$ cat config.mk
export PLATFORM = sky130hd
export DESIGN_NAME = dso_acq_ctrl
export DESIGN_NICKNAME = d
export VERILOG_FILES = /design/src/rtl/dso_acq_ctrl.sv
export SDC_FILE = /design/constraint.sdc
export NUM_CORES = 1
export LEC_CHECK = 0
export CORE_ASPECT_RATIO = 1.4
export CORE_UTILIZATION = 51
export DETAILED_ROUTE_END_ITERATION = 8
export PLACE_DENSITY = 0.86
export RECOVER_POWER = 100
export SYNTH_ARGS = -nofsm -noshare
export SYNTH_HDL_FRONTEND = slang
export SYNTH_SLANG_ARGS = --single-unit
$ cat constraint.sdc
create_clock -name sys_clk -period 3.1 [get_ports sys_clk]
set_input_delay 0.62 -clock sys_clk [delete_from_list [all_inputs] [get_ports sys_clk]]
set_output_delay 0.62 -clock sys_clk [all_outputs]
set_load 0.02 [all_outputs]
$ cat src/rtl/dso_acq_ctrl.sv
// Oscilloscope acquisition controller: streams ADC samples into a circular
// capture buffer, keeps pre_len samples of history before the trigger, and
// fills the rest of the DEPTH-sample frame after it.
//
// Handshake: ad_valid is a one-cycle strobe and there is no back-pressure.
// A sample is accepted when ad_valid is high in PRE, WAIT_TRIG or POST and
// abort is low. Every accepted sample appears on the write port exactly one
// cycle later, as a one-cycle wr_en with its wr_addr and wr_data.
module dso_acq_ctrl #(
  parameter int ADDR_W   = 10,
  parameter int DATA_W   = 8,
  parameter int AUTO_TMO = 4096
) (
  input  logic              sys_clk,
  input  logic              sys_rst,
  input  logic [DATA_W-1:0] ad_data,
  input  logic              ad_valid,
  input  logic              arm,
  input  logic              abort,
  input  logic [DATA_W-1:0] trig_level,
  input  logic              trig_edge,
  input  logic              trig_auto,
  input  logic [ADDR_W-1:0] pre_len,
  input  logic              rd_done,
  output logic              wr_en,
  output logic [ADDR_W-1:0] wr_addr,
  output logic [DATA_W-1:0] wr_data,
  output logic [ADDR_W-1:0] start_addr,
  output logic              frame_ready,
  output logic              busy,
  output logic              trig_forced,
  // FSM state: 0 IDLE, 1 PRE, 2 WAIT_TRIG, 3 POST, 4 READY
  output logic [2:0]        state_dbg
);

  localparam int TMO_W = $clog2(AUTO_TMO + 1);
  localparam logic [TMO_W-1:0] TMO_LAST = TMO_W'(AUTO_TMO - 1);
  localparam logic [TMO_W-1:0] TMO_MAX  = TMO_W'(AUTO_TMO);

  typedef enum logic [2:0] {
    S_IDLE  = 3'd0,
    S_PRE   = 3'd1,
    S_WAIT  = 3'd2,
    S_POST  = 3'd3,
    S_READY = 3'd4
  } state_t;

  state_t state, state_nxt;

  // Settings captured at arm so the frame is immune to later input changes
  logic [ADDR_W-1:0] pre_len_q;
  logic [DATA_W-1:0] level_q;
  logic              edge_q;
  logic              auto_q;

  logic [ADDR_W-1:0] sample_cnt;
  logic [ADDR_W-1:0] post_cnt;
  logic [TMO_W-1:0]  tmo_cnt;
  logic [DATA_W-1:0] prev_q;
  logic              prev_valid;
  logic [ADDR_W-1:0] wr_ptr;

  logic              in_acq;
  logic              accept;
  logic              do_arm;
  logic              rising;
  logic              falling;
  logic              trig_real;
  logic              trig_tmo;
  logic              trig_hit;
  logic [ADDR_W-1:0] post_len;

  // Samples after the trigger sample: DEPTH-1-pre_len, i.e. the complement
  assign post_len = ~pre_len_q;

  assign in_acq  = (state == S_PRE) || (state == S_WAIT) || (state == S_POST);
  assign accept  = in_acq && ad_valid && !abort;
  assign rising  = prev_valid && (prev_q < level_q) && (ad_data >= level_q);
  assign falling = prev_valid && (prev_q > level_q) && (ad_data <= level_q);

  // A genuine edge wins over the timeout when both land on the same sample
  assign trig_real = accept && (state == S_WAIT) && (edge_q ? falling : rising);
  assign trig_tmo  = accept && (state == S_WAIT) && !trig_real && auto_q &&
                     (tmo_cnt == TMO_LAST);
  assign trig_hit  = trig_real || trig_tmo;

  assign busy        = in_acq;
  assign frame_ready = (state == S_READY);
  assign state_dbg   = state;

  // State register
  always_ff @(posedge sys_clk or posedge sys_rst) begin
    if (sys_rst) state <= S_IDLE;
    else         state <= state_nxt;
  end

  // Next-state logic; abort is checked first so it beats arm and trigger
  always_comb begin
    state_nxt = state;
    do_arm    = 1'b0;
    case (state)
      S_IDLE: begin
        if (arm) do_arm = 1'b1;
      end
      S_PRE: begin
        if (abort) state_nxt = S_IDLE;
        else if (accept && (sample_cnt == pre_len_q - ADDR_W'(1))) state_nxt = S_WAIT;
      end
      S_WAIT: begin
        if (abort) state_nxt = S_IDLE;
        else if (trig_hit) state_nxt = (post_len == '0) ? S_READY : S_POST;
      end
      S_POST: begin
        if (abort) state_nxt = S_IDLE;
        else if (accept && (post_cnt == post_len - ADDR_W'(1))) state_nxt = S_READY;
      end
      S_READY: begin
        if (rd_done) begin
          if (arm) do_arm = 1'b1;
          else     state_nxt = S_IDLE;
        end
      end
      default: state_nxt = S_IDLE;
    endcase
    if (do_arm) state_nxt = (pre_len == '0) ? S_WAIT : S_PRE;
  end

  // Buffer write port and the free-running write pointer
  always_ff @(posedge sys_clk or posedge sys_rst) begin
    if (sys_rst) begin
      wr_en   <= 1'b0;
      wr_addr <= '0;
      wr_data <= '0;
      wr_ptr  <= '0;
    end else begin
      wr_en <= accept;
      if (accept) begin
        wr_addr <= wr_ptr;
        wr_data <= ad_data;
        wr_ptr  <= wr_ptr + ADDR_W'(1);
      end
    end
  end

  // Arm-time settings and previous-sample history for edge detection
  always_ff @(posedge sys_clk or posedge sys_rst) begin
    if (sys_rst) begin
      pre_len_q  <= '0;
      level_q    <= '0;
      edge_q     <= 1'b0;
      auto_q     <= 1'b0;
      prev_q     <= '0;
      prev_valid <= 1'b0;
    end else if (do_arm) begin
      pre_len_q  <= pre_len;
      level_q    <= trig_level;
      edge_q     <= trig_edge;
      auto_q     <= trig_auto;
      prev_valid <= 1'b0;
    end else if (accept) begin
      prev_q     <= ad_data;
      prev_valid <= 1'b1;
    end
  end

  // Pre-trigger, post-trigger and saturating auto-timeout counters
  always_ff @(posedge sys_clk or posedge sys_rst) begin
    if (sys_rst) begin
      sample_cnt <= '0;
      post_cnt   <= '0;
      tmo_cnt    <= '0;
    end else if (do_arm) begin
      sample_cnt <= '0;
      post_cnt   <= '0;
      tmo_cnt    <= '0;
    end else if (accept) begin
      if (state == S_PRE)  sample_cnt <= sample_cnt + ADDR_W'(1);
      if (state == S_POST) post_cnt   <= post_cnt + ADDR_W'(1);
      if ((state == S_WAIT) && !trig_hit && (tmo_cnt != TMO_MAX))
        tmo_cnt <= tmo_cnt + TMO_W'(1);
    end
  end

  // Frame origin and trigger source, captured on the trigger sample
  always_ff @(posedge sys_clk or posedge sys_rst) begin
    if (sys_rst) begin
      start_addr  <= '0;
      trig_forced <= 1'b0;
    end else if (trig_hit) begin
      start_addr  <= wr_ptr - pre_len_q;
      trig_forced <= trig_tmo;
    end
  end

endmodule

==> Implementation_results.wiki, run 1 <==
{| class="wikitable"
! Metric !! Value
|-
| Run status || complete, no violations
|-
| Flop2flop setup slack || 0.37 ns
|-
| Number of buffers inserted by hold repair at cts || 0
|-
| Final Hold Fails || 0
|-
| Post-route setup slack || 0.236 ns
|-
| Number of buffers between clock root and the deepest sink || 2
|-
| CTS tree || built
|-
| Non-Filler Instances || 898
|-
| Synth Register Bits || 105
|-
| Highest ir drop seen on vdd || 0.494 mV
|-
| Buffer count from post-CTS setup fixing || 0
|-
| Routed via count || 5271
|-
| Number of failing setup endpoints in the final timing report || 0
|-
| Ys Warns || 0
|-
| Tot Pwr || 5.94 mW
|-
| Detail Route Antenna Nets || 0
|-
| Area of combinational cells with multiple inputs || between 3000 and 4000 um2
|-
| Leading cell type in the layout, fill and taps excluded || sky130_fd_sc_hd__nand2_1
|-
| Pin count of the biggest net entering global routing || 43
|-
| Die outline width || 93.6 um
|-
| Worst EP arrival || slightly above 3 ns
|-
| Mean area per synthesized cell || 8.81 um2
|-
| Detailed-route wire length per cell || 16.6 um
|-
| Clock slew at reported path FFs || ~0.070 ns
|-
| Class of the most critical hold timing path || flop to flop
|-
| Initial DRT Pass Iterations || 7
|-
| Final worst path period need || 2.86 ns
|-
| Number of standard cells after synthesis || 680
|-
| Net Sw Power || 2.50 mW
|-
| Cell area after synthesis || 5990 um2
|-
| Critical Path RT || 3.33 ns
|-
| Signed area change from the synthesized netlist to the final layout || 18.8%
|-
| Final-report max-slew violation count || 0
|-
| Row Count || 46
|-
| Number of inserted diodes || 0
|-
| Number of buffers added on ports || 68
|-
| Clock Latency Late Sink || 0.35 ns
|-
| Proportion of synthesized chip area in sequential cells || 43.8%
|-
| Finished Cell Area || 7120 um2
|-
| Sequential Power Share || 36.6%
|-
| Finished Core Util || 62.5%
|-
| Fraction of power spent switching nets || between 40% and 50%
|-
| Remaining routing DRC violations || 0
|-
| Post-synthesis share of cell area spent on xor and xnor gates || under 10%
|-
| Area fraction in and, or, nand and nor cells after synthesis || 25.1%
|-
| DP Worst Slack || -0.0475 ns
|-
| Combinational cell fraction of total power || 45.0%
|-
| Relative slew margins || 14.9%
|-
| Maximum achievable frequency || roughly 350 MHz
|-
| Violation count after the first detailed-route iteration || around 330
|-
| Count of boundary I/O pins || 69
|-
| Sink Count || 105
|-
| Complex-gate fraction of the synthesized area || 10.5%
|-
| Power Dens Cells || 833 nW/um2
|-
| Final worst-path cycle share || 92.4%
|-
| Post-DP Area || a little under 7000 um2
|-
| Combinational family with the most area after synthesis || simple AND/OR/NAND/NOR gates
|-
| Initial core utilization || 52.6%
|-
| Post_cts resized || 0
|-
| Number of flops mapped to enable cells by yosys || 0
|-
| Post-synth ARST share || 100%
|-
| FF/Latch Area || 2630 um2
|-
| Worst Skew || 0.00694 ns
|-
| Dpl hpwl || 11100 um
|-
| Worst-case hold slack || 0.477 ns
|-
| Power Internal || between 3 and 4 mW
|-
| CTS Root Buffer Type || sky130_fd_sc_hd__clkbuf_16
|-
| Unrepaired setup endpoints after global routing || no
|-
| Count of distinct cell types in the synthesized netlist || 55
|-
| CTS buffer count || 9
|-
| Critical-path maximum fanout || 5
|-
| Multiplexer fraction of the synthesized cell area || 0.856%
|-
| Global routing usage summed across all routing layers || 25.8%
|-
| Final net count || 817
|-
| Routability Congestion || 0.911
|-
| Setup TNS || 0 ns
|-
| Startpoint class of the critical path || input port
|-
| Number of global-route vias before repair || 5480
|-
| Slew @ Worst Pin || 1.27 ns
|-
| DR vias/cell || 5.87
|-
| Commonest cells after routing, fill and taps aside || sky130_fd_sc_hd__nand2_1, sky130_fd_sc_hd__dfrtp_1, sky130_fd_sc_hd__nor2_1
|-
| Setup CP Type || input port to flop
|-
| Die outline area || 12200 um2
|-
| Die boundary height || around 130 um
|-
| Top FF cell, synth || sky130_fd_sc_hd__dfrtp_1
|-
| Adder-cell area share of the yosys netlist || under 10%
|-
| Global-route wire length before repair || 24600 um
|-
| Drt total wl || 15000 um
|-
| Number of nets produced by synthesis || about 750
|-
| H-tree depth || 3
|-
| Share of cells above drive strength 1 || 4.11%
|-
| Category of the worst setup path capture point || flop
|-
| Initial antenna violation count || 0
|-
| Leakage power || 3.40 nW
|-
| Overflow after GRT || 0
|-
| Placeable Area || 11400 um2
|-
| Max-cap violations || 0
|-
| Relative contribution of the clock network to total power || a little under a fifth
|-
| Count of filler cells inserted in the layout || 917
|-
| Total placed cells including tap cells || 883
|}
-- cells in the mapped netlist (10+ instances only) --
cell type | count | area [um2]
sky130_fd_sc_hd__inv_1 | 36 | 135
sky130_fd_sc_hd__nand3_1 | 23 | 115
sky130_fd_sc_hd__o21ai_0 | 40 | 200
sky130_fd_sc_hd__nand4_1 | 20 | 125
sky130_fd_sc_hd__clkbuf_1 | 18 | 67.6
sky130_fd_sc_hd__nand2_1 | 124 | 465
sky130_fd_sc_hd__nor4_1 | 12 | 75.1
sky130_fd_sc_hd__nor2b_1 | 10 | 62.6
sky130_fd_sc_hd__xor2_1 | 29 | 254
sky130_fd_sc_hd__ha_1 | 32 | 400
sky130_fd_sc_hd__nor3_1 | 11 | 55.1
sky130_fd_sc_hd__a21oi_1 | 29 | 145
sky130_fd_sc_hd__nor2_1 | 58 | 218
sky130_fd_sc_hd__dfrtp_1 | 105 | 2630
sky130_fd_sc_hd__xnor2_1 | 30 | 263
sky130_fd_sc_hd__nand2b_1 | 12 | 75.1
-- routing by layer --
layer  part of all wire [%]  track usage (%)
met3                    6.0             4.90
met4                    4.4             15.2
met5                      0                0
met2                     52             47.4
met1                     37             27.3
-- cells by family after synthesis --
kind of cell    after synthesis
compound gates              105
xor+xnor                     59
fa+ha+maj                    33
buf+inv                      62
flops                       105
mux                           5
simple gates                311
-- worst max-delay path, cell delays in order --
cell and delay (ns):
sky130_fd_sc_hd__clkdlybuf4s50_1 0.42, sky130_fd_sc_hd__ha_1 0.31, sky130_fd_sc_hd__nor2b_1 0.13, sky130_fd_sc_hd__o211ai_1 0.19, sky130_fd_sc_hd__a21oi_1 0.10, sky130_fd_sc_hd__o2111a_1 0.27, sky130_fd_sc_hd__a21o_1 0.18, sky130_fd_sc_hd__nor3_1 0.40
sky130_fd_sc_hd__buf_4 0.22, sky130_fd_sc_hd__and3_1 0.15, sky130_fd_sc_hd__o21ai_0 0.08
-- path summary, 6_finish.rpt --
check	start	end	cells after the start
worst max-delay path	ad_data[1]	tmo_cnt[6]	11
worst min-delay path	wr_addr[4]	wr_addr[4]	2
worst max register to register	state_dbg[0]	tmo_cnt[6]	6
worst min register to register	wr_addr[4]	wr_addr[4]	2
max in group asynchronous	sys_rst	tmo_cnt[4]	3
min in group asynchronous	sys_rst	start_addr[5]	2
-- power by group through the flow --
stage	logic, mW	clock network, mW	registers, mW
floorplan	1.77	0	2.17
detailed placement	2.70	0	2.18
finish	2.67	1.09	2.17
global route	2.95	1.16	2.21
CTS	2.75	1.11	2.16
global placement	2.55	0	2.15
-- state kept, by name, indices dropped and copies added (netlist names), 3 cells and up --
name	flops
pre_len_q	10
state_dbg	3
post_cnt	10
wr_addr	10
wr_data	8
start_addr	10
tmo_cnt	13
prev_q	8
sample_cnt	10
wr_ptr	10
level_q	8
-- cell type report --
cell class                 instances  area share [%]
multi-input combinational        513            43.8
sequential                       105            36.9
timing repair buffer              85            10.9
clock buffer                      12            3.60
tap                              144            2.53
inverter                          36            1.91
clock inverter                     3           0.369
Note: power is estimated with default switching activity, not from simulation.
==> run 2: changes to the inputs <==
Settings changed: CORE_UTILIZATION 51 to 55, PLACE_DENSITY 0.86 to 0.87.
Clock period 3.1 ns to 3.04 ns, I/O delays scaled along.
==> run 2 against run 1 <==
  * Sequential cell count is the same
  * Clock power grew 4%
  * Clock skew grew 0.0031 ns
  * Final cell count shrank 0.56%
  * Hold slack lost 0.0039 ns
  * Global-route usage grew 1.8 points
==> Implementation_results.wiki, run 2 (same netlist as run 1, synthesis figures left out) <==
{| class="wikitable"
! Metric !! Value
|-
| Detailed-route wire length per cell || approximately 17 um
|-
| Highest ir drop seen on vdd || 0.449 mV
|-
| Critical Path RT || ~3.3 ns
|-
| Count of boundary I/O pins || between 60 and 70
|-
| Relative contribution of the clock network to total power || 18.4%
|-
| Final worst path period need || 2.85 ns
|-
| Worst Skew || 0.0100 ns
|-
| Global routing usage summed across all routing layers || 27.7%
|-
| Slew @ Worst Pin || 1.40 ns
|-
| Startpoint class of the critical path || input port
|-
| CTS tree || built
|-
| Die outline width || 90.2 um
|-
| Finished Core Util || 68.5%
|-
| Initial DRT Pass Iterations || 4
|-
| Net Sw Power || 2.59 mW
|-
| Number of inserted diodes || 0
|-
| Setup TNS || 0 ns
|-
| FF/Latch Area || 2630 um2
|-
| Final worst-path cycle share || 93.8%
|-
| Total placed cells including tap cells || ~880
|-
| Sink Count || 105
|-
| DR vias/cell || 5.92
|-
| Number of buffers inserted by hold repair at cts || 0
|-
| Clock Latency Late Sink || 0.35 ns
|-
| Relative slew margins || 6.49%
|-
| Leading cell type in the layout, fill and taps excluded || sky130_fd_sc_hd__nand2_1
|-
| Row Count || 44
|-
| Most flop-heavy register || tmo_cnt
|-
| Buffer count from post-CTS setup fixing || 0
|-
| Detail Route Antenna Nets || 0
|-
| Signed area change from the synthesized netlist to the final layout || 19.6%
|-
| Non-Filler Instances || 893
|-
| H-tree depth || 3
|-
| Combinational cell fraction of total power || 45.9%
|-
| Sequence of cells on the critical path || clkdlybuf4s50_1 > ha_1 > a21oi_1 > o21a_1 > o21ai_0 > o2111a_1 > a21o_1 > clkbuf_1 > nor4_1 > xnor2_1 > nor2_1
|-
| Clock slew at reported path FFs || 0.07 ns
|-
| CTS Root Buffer Type || sky130_fd_sc_hd__clkbuf_16
|-
| CTS buffer count || 9
|-
| Cell type group with the largest total delay on the critical path || compound AO/OA/AOI/OAI gates
|-
| Class of the most critical hold timing path || flop to flop
|-
| Routed via count || 5283
|-
| Largest register FFs || 13
|-
| Power Internal || ~3.5 mW
|-
| Sequential Power Share || 35.6%
|-
| Category of the worst setup path capture point || flop
|-
| Dpl hpwl || 10800 um
|-
| Power Dens Cells || around 850 nW/um2
|-
| Drt total wl || between 15000 and 20000 um
|-
| Commonest cells after routing, fill and taps aside || sky130_fd_sc_hd__nand2_1, sky130_fd_sc_hd__dfrtp_1, sky130_fd_sc_hd__nor2_1
|-
| Count of filler cells inserted in the layout || between 700 and 800
|-
| Number of global-route vias before repair || 5357
|-
| Pin count of the biggest net entering global routing || 106
|-
| Die outline area || roughly 11000 um2
|-
| Number of failing setup endpoints in the final timing report || 0
|-
| Initial antenna violation count || 0
|-
| Overflow after GRT || 0
|-
| CP Buf/Inv Count || 2
|-
| Number of buffers between clock root and the deepest sink || 2
|-
| Area of combinational cells with multiple inputs || roughly 3100 um2
|-
| Unrepaired setup endpoints after global routing || no
|-
| Die boundary height || about 130 um
|-
| Worst-case hold slack || 0.473 ns
|-
| Run status || complete, no violations
|-
| Routability Congestion || between 0.9 and 1
|-
| Number of buffers added on ports || slightly below 70
|-
| Max-cap violations || 0
|-
| Placeable Area || around 10000 um2
|-
| Violation count after the first detailed-route iteration || 298
|-
| Final Hold Fails || 0
|-
| Critical-path maximum fanout || 4
|-
| Fraction of power spent switching nets || 42.3%
|-
| Leakage power || between 3 and 4 nW
|-
| Setup CP Type || input port to flop
|-
| Post_cts resized || 0
|-
| Global-route wire length before repair || about 25000 um
|-
| Max stage delay on crit path || 0.44 ns
|-
| Initial core utilization || 57.3%
|-
| Final-report max-slew violation count || 0
|-
| Maximum achievable frequency || between 300 and 400 MHz
|-
| Remaining routing DRC violations || 0
|-
| Critical path's slowest cell || sky130_fd_sc_hd__clkdlybuf4s50_1
|-
| Share of cells above drive strength 1 || 4.77%
|-
| Final net count || roughly 820
|-
| Worst EP arrival || 3.08 ns
|-
| Tot Pwr || 6.13 mW
|}
[run 2: area by class of cell]
| class | instances | area share [%] |
|---|---|---|
| multi-input combinational | 513 | 43.5 |
| sequential | 105 | 36.6 |
| timing repair buffer | 85 | 11.4 |
| clock buffer | 12 | 3.58 |
| tap | 138 | 2.41 |
| inverter | 36 | 1.94 |
| clock inverter | 4 | 0.454 |
[run 2: worst paths after layout]
kind | startpoint | cells after the start | endpoint | slack (ns)
min in group asynchronous | sys_rst | 3 | start_addr[7] | 1.26
setup / recovery | ad_data[7] | 11 | tmo_cnt[4] | 0.19
max in group asynchronous | sys_rst | 3 | state_dbg[2] | 0.91
hold / removal | wr_addr[9] | 2 | wr_addr[9] | 0.47
hold reg to reg | wr_addr[9] | 2 | wr_addr[9] | 0.47
setup reg to reg | pre_len_q[2] | 10 | start_addr[8] | 0.20
[run 2: worst min-delay path, stage by stage (launching register included)]
cell and delay (ns):
sky130_fd_sc_hd__dfrtp_1 0.34, sky130_fd_sc_hd__nand2_1 0.05, sky130_fd_sc_hd__nand2_1 0.06
[run 2: through the flow]
stage	area, um2	worst slack [ns]
finish	7170	0.189
floorplan	6000	0.460
global placement	6910	-0.0190
CTS	7200	0.235
detailed placement	6910	-0.105
global route	7170	0.0180
[run 2: power groups by stage]
| stage | sequential [mW] | combinational (mW) | clock [mW] |
|---|---|---|---|
| floorplan | 2.21 | 1.80 | 0 |
| global placement | 2.18 | 2.65 | 0 |
| detailed placement | 2.21 | 2.81 | 0 |
| CTS | 2.18 | 2.86 | 1.15 |
| global route | 2.23 | 3.09 | 1.20 |
| finish | 2.18 | 2.81 | 1.13 |
[run 2: routing by layer]
metal / global-route usage (%) / vias up / part of all wire, %
li1: - / 2475 / -
met1: 30.8 / 2561 / 37
met2: 50.2 / 201 / 54
met3: 5.11 / 46 / 5.7
met4: 13.9 / 0 / 3.5
met5: 0 / - / 0
